## config.mk

```make
export PLATFORM = sky130hd
export DESIGN_NAME = spi_regbank_burst
export DESIGN_NICKNAME = d
export VERILOG_FILES = /design/src/rtl/spi_regbank_pkg.sv /design/src/rtl/spi_regbank_burst_edge.sv /design/src/rtl/spi_regbank_burst.sv
export SDC_FILE = /design/constraint.sdc
export NUM_CORES = 1
export LEC_CHECK = 0
export BUFFER_PORTS_ARGS = -buffer_cell sky130_fd_sc_hd__buf_2
export CAP_MARGIN = 20
export CELL_PAD_IN_SITES_DETAIL_PLACEMENT = 0
export CELL_PAD_IN_SITES_GLOBAL_PLACEMENT = 1
export CORE_ASPECT_RATIO = 1.5
export CORE_MARGIN = 4
export CORE_UTILIZATION = 43
export CTS_BUF_LIST = sky130_fd_sc_hd__clkbuf_4 sky130_fd_sc_hd__clkbuf_8 sky130_fd_sc_hd__clkbuf_16
export DETAILED_ROUTE_END_ITERATION = 6
export PLACE_DENSITY = 0.83
export SLEW_MARGIN = 5
export SYNTH_ARGS = -nofsm -noshare
export SYNTH_HDL_FRONTEND = slang
export SYNTH_HIERARCHICAL = 1
export SYNTH_SLANG_ARGS = --single-unit
```

## constraint.sdc

```tcl
create_clock -name clk -period 4.8 [get_ports clk]
set_input_delay 0.24 -clock clk [delete_from_list [all_inputs] [get_ports clk]]
set_output_delay 0.24 -clock clk [all_outputs]
set_load 0.02 [all_outputs]
```

## src/rtl/spi_regbank_pkg.sv

```systemverilog
// ============================================================================
// Module   : spi_regbank_pkg
// Desc     : Shared types and constants for the burst SPI register bank.
// Revision : 1.0
// ============================================================================
`default_nettype none

package spi_regbank_pkg;

    typedef enum logic [1:0] {
        IDLE = 2'd0,
        CMD  = 2'd1,
        DATA = 2'd2
    } state_t;

    localparam int CMD_WIDTH = 8;
    localparam int RW_BIT    = 7;

    // {cpol, cpha}
    localparam logic [1:0] MODE0 = 2'b00;
    localparam logic [1:0] MODE1 = 2'b01;
    localparam logic [1:0] MODE2 = 2'b10;
    localparam logic [1:0] MODE3 = 2'b11;

endpackage

`default_nettype wire

```

## src/rtl/spi_regbank_burst_edge.sv

```systemverilog
// ============================================================================
// Module   : spi_edge_detect
// Desc     : Turns the synchronised SPI clock into single-cycle sample/shift
//            strobes according to the latched {cpol, cpha}.
// Revision : 1.0
// ============================================================================
`default_nettype none

module spi_edge_detect
    import spi_regbank_pkg::*;
(
    input  logic       clk,
    input  logic       rstb,
    input  logic       ena,
    input  logic       spi_clk,
    input  logic       spi_cs_n,
    input  logic [1:0] mode,
    output logic       sample_edge,
    output logic       shift_edge
);

    logic r_spi_clk_d;
    logic w_rise;
    logic w_fall;
    logic w_leading;
    logic w_trailing;
    logic w_active;

    always_ff @(posedge clk or negedge rstb) begin
        if (!rstb) begin
            r_spi_clk_d <= 1'b0;
        end else if (ena) begin
            r_spi_clk_d <= spi_clk;
        end
    end

    assign w_rise     = spi_clk & ~r_spi_clk_d;
    assign w_fall     = ~spi_clk & r_spi_clk_d;
    assign w_leading  = mode[1] ? w_fall : w_rise;
    assign w_trailing = mode[1] ? w_rise : w_fall;
    assign w_active   = ena & ~spi_cs_n;

    assign sample_edge = w_active & (mode[0] ? w_trailing : w_leading);
    assign shift_edge  = w_active & (mode[0] ? w_leading : w_trailing);

endmodule

`default_nettype wire

```

## src/rtl/spi_regbank_burst.sv

```systemverilog
// ============================================================================
// Module   : spi_regbank_burst
// Desc     : SPI slave register bank, all four modes, burst auto-increment.
//            Define SPI_REGBANK_WR_STROBE_EN to add the cfg_wr_strobe port.
// Revision : 1.0
// ============================================================================
`default_nettype none

module spi_regbank_burst
    import spi_regbank_pkg::*;
#(
    parameter int NUM_CFG    = 8,
    parameter int NUM_STATUS = 8,
    parameter int REG_WIDTH  = 8,
    parameter logic [REG_WIDTH-1:0] CFG_RESET = '0
) (
    input  logic                             clk,
    input  logic                             rstb,
    input  logic                             ena,
    input  logic [1:0]                       mode,
    input  logic                             spi_cs_n,
    input  logic                             spi_clk,
    input  logic                             spi_mosi,
    output logic                             spi_miso,
    output logic                             spi_miso_oe,
    output logic [NUM_CFG*REG_WIDTH-1:0]     config_regs,
    input  logic [NUM_STATUS*REG_WIDTH-1:0]  status_regs
`ifdef SPI_REGBANK_WR_STROBE_EN
    ,
    output logic [NUM_CFG-1:0]               cfg_wr_strobe
`endif
);

    localparam int TOTAL = NUM_CFG + NUM_STATUS;
    localparam int RX_W  = (REG_WIDTH > CMD_WIDTH) ? REG_WIDTH : CMD_WIDTH;
    localparam int CNT_W = $clog2(RX_W + 1);

    state_t                 r_state;
    logic [1:0]             r_mode;
    logic [CNT_W-1:0]       r_bit_cnt;
    logic [RX_W-2:0]        r_rx;
    logic [REG_WIDTH-1:0]   r_tx;
    logic [6:0]             r_addr;
    logic                   r_rw;

    logic                   w_sample;
    logic                   w_shift;
    logic [RX_W-1:0]        w_rx_next;
    logic [CNT_W-1:0]       w_bit_cnt_inc;
    logic                   w_cmd_done;
    logic                   w_word_done;
    logic [6:0]             w_addr_next;
    logic [REG_WIDTH-1:0]   w_rd_word;
    logic [REG_WIDTH-1:0]   w_load_word;
    logic [NUM_CFG-1:0]     w_wr_hit;

    spi_edge_detect u_edge (
        .clk         (clk),
        .rstb        (rstb),
        .ena         (ena),
        .spi_clk     (spi_clk),
        .spi_cs_n    (spi_cs_n),
        .mode        (r_mode),
        .sample_edge (w_sample),
        .shift_edge  (w_shift)
    );

    assign w_rx_next     = {r_rx, spi_mosi};
    assign w_bit_cnt_inc = r_bit_cnt + CNT_W'(1);
    assign w_cmd_done    = (r_state == CMD)  && w_sample && (w_bit_cnt_inc == CNT_W'(CMD_WIDTH));
    assign w_word_done   = (r_state == DATA) && w_sample && (w_bit_cnt_inc == CNT_W'(REG_WIDTH));
    assign w_addr_next   = ({1'b0, r_addr} == 8'(TOTAL - 1)) ? 7'd0 : r_addr + 7'd1;

    always_comb begin
        w_rd_word = '0;
        for (int i = 0; i < NUM_CFG; i++) begin
            if ({1'b0, r_addr} == 8'(i)) w_rd_word = config_regs[i*REG_WIDTH +: REG_WIDTH];
        end
        for (int i = 0; i < NUM_STATUS; i++) begin
            if ({1'b0, r_addr} == 8'(NUM_CFG + i)) w_rd_word = status_regs[i*REG_WIDTH +: REG_WIDTH];
        end
    end

    // Only a read data phase returns register contents; command and write phases shift zeros.
    assign w_load_word = ((r_state == DATA) && !r_rw) ? w_rd_word : '0;

    always_ff @(posedge clk or negedge rstb) begin
        if (!rstb) begin
            r_state   <= IDLE;
            r_mode    <= MODE0;
            r_bit_cnt <= '0;
            r_rx      <= '0;
            r_tx      <= '0;
            r_addr    <= '0;
            r_rw      <= 1'b0;
        end else if (ena) begin
            if (spi_cs_n) begin
                r_state   <= IDLE;
                r_bit_cnt <= '0;
                r_rx      <= '0;
                r_tx      <= '0;
            end else begin
                case (r_state)
                    IDLE: begin
                        r_state   <= CMD;
                        r_mode    <= mode;
                        r_bit_cnt <= '0;
                    end
                    CMD, DATA: begin
                        if (w_sample) begin
                            r_rx <= w_rx_next[RX_W-2:0];
                            if (w_cmd_done) begin
                                r_rw      <= w_rx_next[RW_BIT];
                                r_addr    <= w_rx_next[6:0];
                                r_bit_cnt <= '0;
                                r_state   <= DATA;
                            end else if (w_word_done) begin
                                r_bit_cnt <= '0;
                                r_addr    <= w_addr_next;
                            end else begin
                                r_bit_cnt <= w_bit_cnt_inc;
                            end
                        end
                        if (w_shift) begin
                            r_tx <= (r_bit_cnt == '0) ? w_load_word : {r_tx[REG_WIDTH-2:0], 1'b0};
                        end
                    end
                    default: r_state <= IDLE;
                endcase
            end
        end
    end

    for (genvar i = 0; i < NUM_CFG; i++) begin : g_cfg
        logic [REG_WIDTH-1:0] r_reg;

        assign w_wr_hit[i] = w_word_done && r_rw && (r_addr == 7'(i));

        always_ff @(posedge clk or negedge rstb) begin
            if (!rstb) begin
                r_reg <= CFG_RESET;
            end else if (w_wr_hit[i]) begin
                r_reg <= w_rx_next[REG_WIDTH-1:0];
            end
        end

        assign config_regs[i*REG_WIDTH +: REG_WIDTH] = r_reg;
    end

`ifdef SPI_REGBANK_WR_STROBE_EN
    logic [NUM_CFG-1:0] r_wr_strobe;

    always_ff @(posedge clk or negedge rstb) begin
        if (!rstb) begin
            r_wr_strobe <= '0;
        end else begin
            r_wr_strobe <= w_wr_hit;
        end
    end

    assign cfg_wr_strobe = r_wr_strobe;
`endif

    assign spi_miso    = r_tx[REG_WIDTH-1];
    assign spi_miso_oe = ~spi_cs_n;

endmodule

`default_nettype wire

```

==> metrics.cfg <==
[global_route]
overflow=0
grt_pass1_wl_mm=29.95
grt_pass1_vias=5457
track_usage_pct=25.40
antenna_found_initial=0
grt_start_max_net_pins=56

[floorplan]
core_um2=13020
initial_core_util_pct=44.18
die_area_um2=15330
num_io_pins=138
die-height_um=149.7
rows=51
die_x_um=102.4

[placement]
dp_hpwl_mm=14.80
dp_cells=856
place_congestion=0.9078
port_buffers=137
pre_cts_ws_ns=1.879

[route]
routed_wirelength_mm=19.50
drtAntennaViolNets=0
vias=5450
dr.pass1.iters=7
drt-initial-drc-count=469
wire_per_inst_um=22.34
routed_via_density=6.243
drcViolationCount=3

[clocking]
cts_sinks=96
cts_tree=yes
cts_made_buffers=9
clk_pin_slew_ns=0.07
cts_buffer_depth=2
h-tree-depth=3
clk_latency_ns=0.35
clockRootBuffer=clkbuf_16
postCtsSetupRepairBufs=0

[synth]
yosys.area.top_type=dfrtp_1
syn_area_um2=5752
synth_nets=671
synthFlopType=dfrtp_1
synthDistinctLibCells=79
synthAdderAreaFrac_pct=2.175
yosys.area_share.simple_pct=19.08
netlist_instances=589
synth_seq_area_share_pct=41.77
synthMuxAreaShare_pct=13.84
synth_compound_area_share_pct=19.93
synth_edf_count=0
synth_top_area_share_pct=41.77
ys_seq_elements=96
synth_top_family_by_area=compound AO/OA/AOI/OAI gates
async_reset_ff_share_pct=100.0
yosys_warnings=6
syn_area_per_cell_um2=9.765
synth_xor_area_share_pct=0.1523
synthTopCellsByArea=dfrtp_1 42%, mux2_2 13%, nand2_1 4.0%

[timing]
finalCritPeriodShare_pct=61.39
fmax_ghz=0.3393
drv_slew=0
hold_viol_final=0
fin_setup_tns_ns=0
min_period_ns=2.947
finalWorstSetupSlack_ns=1.853
rsz0062_at_grt=no
finalSetupViolCount=0
worstMarginPinSlew_ns=1.009
fin_skew_ns=0.01015
whs_ns=0.1225
maxSlewHeadroom_pct=32.51

[final_layout]
area_growth_pct=19.10
largest_reg_flops=64
diodes=0
layout-drive-gt1-share_pct=34.17
layout.nets=791
final_cells=873

[pwr]
p_leak_uw=0.003266
vdd_drop_max_v=0.0002542
power.density_nw_per_um2=257.4

[min_path]
holdCritPathClass=in2reg

[run_status]
status=complete, but fails checks
violations=DRC

[critical_path]
crit_arrival_ns=3.21
path_class=reg2reg
start_kind=flip-flop
endpoint_kind=flip-flop
path_max_fanout=21
worstPathRequired_ns=5.07

[run]
max_cap_viol_count=0

[synth_stat cells (3+ instances only)]
| library cell | instances |
|---|---|
| mux2i_1 | 3 |
| a211oi_1 | 9 |
| nor3_1 | 14 |
| mux2_2 | 67 |
| o221ai_1 | 5 |
| a22oi_1 | 8 |
| buf_2 | 8 |
| nor2_1 | 36 |
| nor2_2 | 6 |
| nand4_1 | 4 |
| inv_1 | 11 |
| o31ai_1 | 3 |
| nand2b_1 | 7 |
| a221oi_1 | 11 |
| buf_1 | 3 |
| dfrtp_1 | 96 |
| a31oi_1 | 3 |
| nor4_1 | 3 |
| o21ai_0 | 43 |
| o211ai_1 | 10 |
| clkbuf_1 | 16 |
| a21oi_1 | 28 |
| and3_1 | 8 |
| a221o_1 | 4 |
| nand3_1 | 22 |
| nor4b_1 | 5 |
| nand2_1 | 62 |
| ha_1 | 10 |
| nor2b_1 | 7 |
| o211a_1 | 3 |
| and2_1 | 5 |
| o22ai_1 | 10 |
[stage by stage]
step                util, %  cell area [um^2]  total power [uW]
detailed placement    50.02              6511             980.3
finish                52.62              6850              1763
CTS                   52.62              6850              1774
floorplan                 -              5752             908.4
global placement      50.02              6511             976.5
global route          52.62              6850              1817
[placed cells by master, fill, tap and decap left out, types with 6 or more instances in the layout]
| cell type | n |
|---|---|
| dfrtp_1 | 96 |
| nor2_2 | 6 |
| nand3_1 | 22 |
| nor2_1 | 36 |
| a211oi_1 | 9 |
| nand2_1 | 62 |
| buf_2 | 136 |
| ha_1 | 10 |
| o22ai_1 | 10 |
| a221oi_1 | 11 |
| nor2b_1 | 7 |
| o21ai_0 | 43 |
| a22oi_1 | 8 |
| nand2b_1 | 7 |
| inv_1 | 11 |
| mux2_2 | 67 |
| and3_1 | 8 |
| nor3_1 | 14 |
| a21oi_1 | 28 |
| clkbuf_16 | 9 |
| o211ai_1 | 10 |
[worst max-delay path: stages (launching register included)]
cell and delay [ns]:
dfrtp_1 0.73, or4b_2 0.67, nor2_1 0.67, nand3_1 0.20, a41oi_1 0.25, o21ai_0 0.19
a21oi_1 0.16
[cell families after synthesis]
group	count (synthesis)
compound gates	166
xor+xnor	1
fa+ha+maj	10
buf+inv	41
flops	96
mux	71
simple gates	204
[metal layers]
layer | up-vias | part of all wire (%) | track usage, %
met5 | - | 0 | 0
met1 | 2679 | 40 | 32.50
met2 | 248 | 51 | 42.76
li1 | 2476 | - | -
met3 | 47 | 6.2 | 4.058
met4 | 0 | 3.2 | 9.389
[where the power goes]
| part | switching, uW | internal [uW] |
|---|---|---|
| registers | 21.8 | 821 |
| clock network | 324 | 474 |
| logic | 71.1 | 52.2 |
[worst paths after layout]
| check | startpoint | to | slack (ns) | depth (start not counted) |
|---|---|---|---|---|
| max | r_addr[2] | r_tx[1] | 1.85 | 6 |
| min in group asynchronous | rstb | r_bit_cnt[2] | 0.41 | 2 |
| min reg2reg | u_edge/r_spi_clk_d | u_edge/r_spi_clk_d | 0.53 | 1 |
| min | mode[0] | r_mode[0] | 0.12 | 2 |
| max in group asynchronous | rstb | g_cfg[7].r_reg[7] | 3.27 | 3 |
| max reg2reg | r_addr[2] | r_tx[1] | 1.85 | 6 |
[layout make-up]
type | count | area (um^2)
clock buffer | 10 | 239.0
clock inverter | 6 | 90.09
fill | 1248 | 6167
inverter | 11 | 41.29
multi-input combinational | 452 | 3173
sequential | 96 | 2402
tap | 159 | 198.9
timing repair buffer | 139 | 705.7
[repair_timing]
| item | 4_1_cts | 5_1_grt |
|---|---|---|
| hold buffers | 1 | 0 |
| resized for setup | 0 | 0 |
| endpoints found under the hold margin | 41 | 0 |
Note: power is estimated with default switching activity, not from simulation.
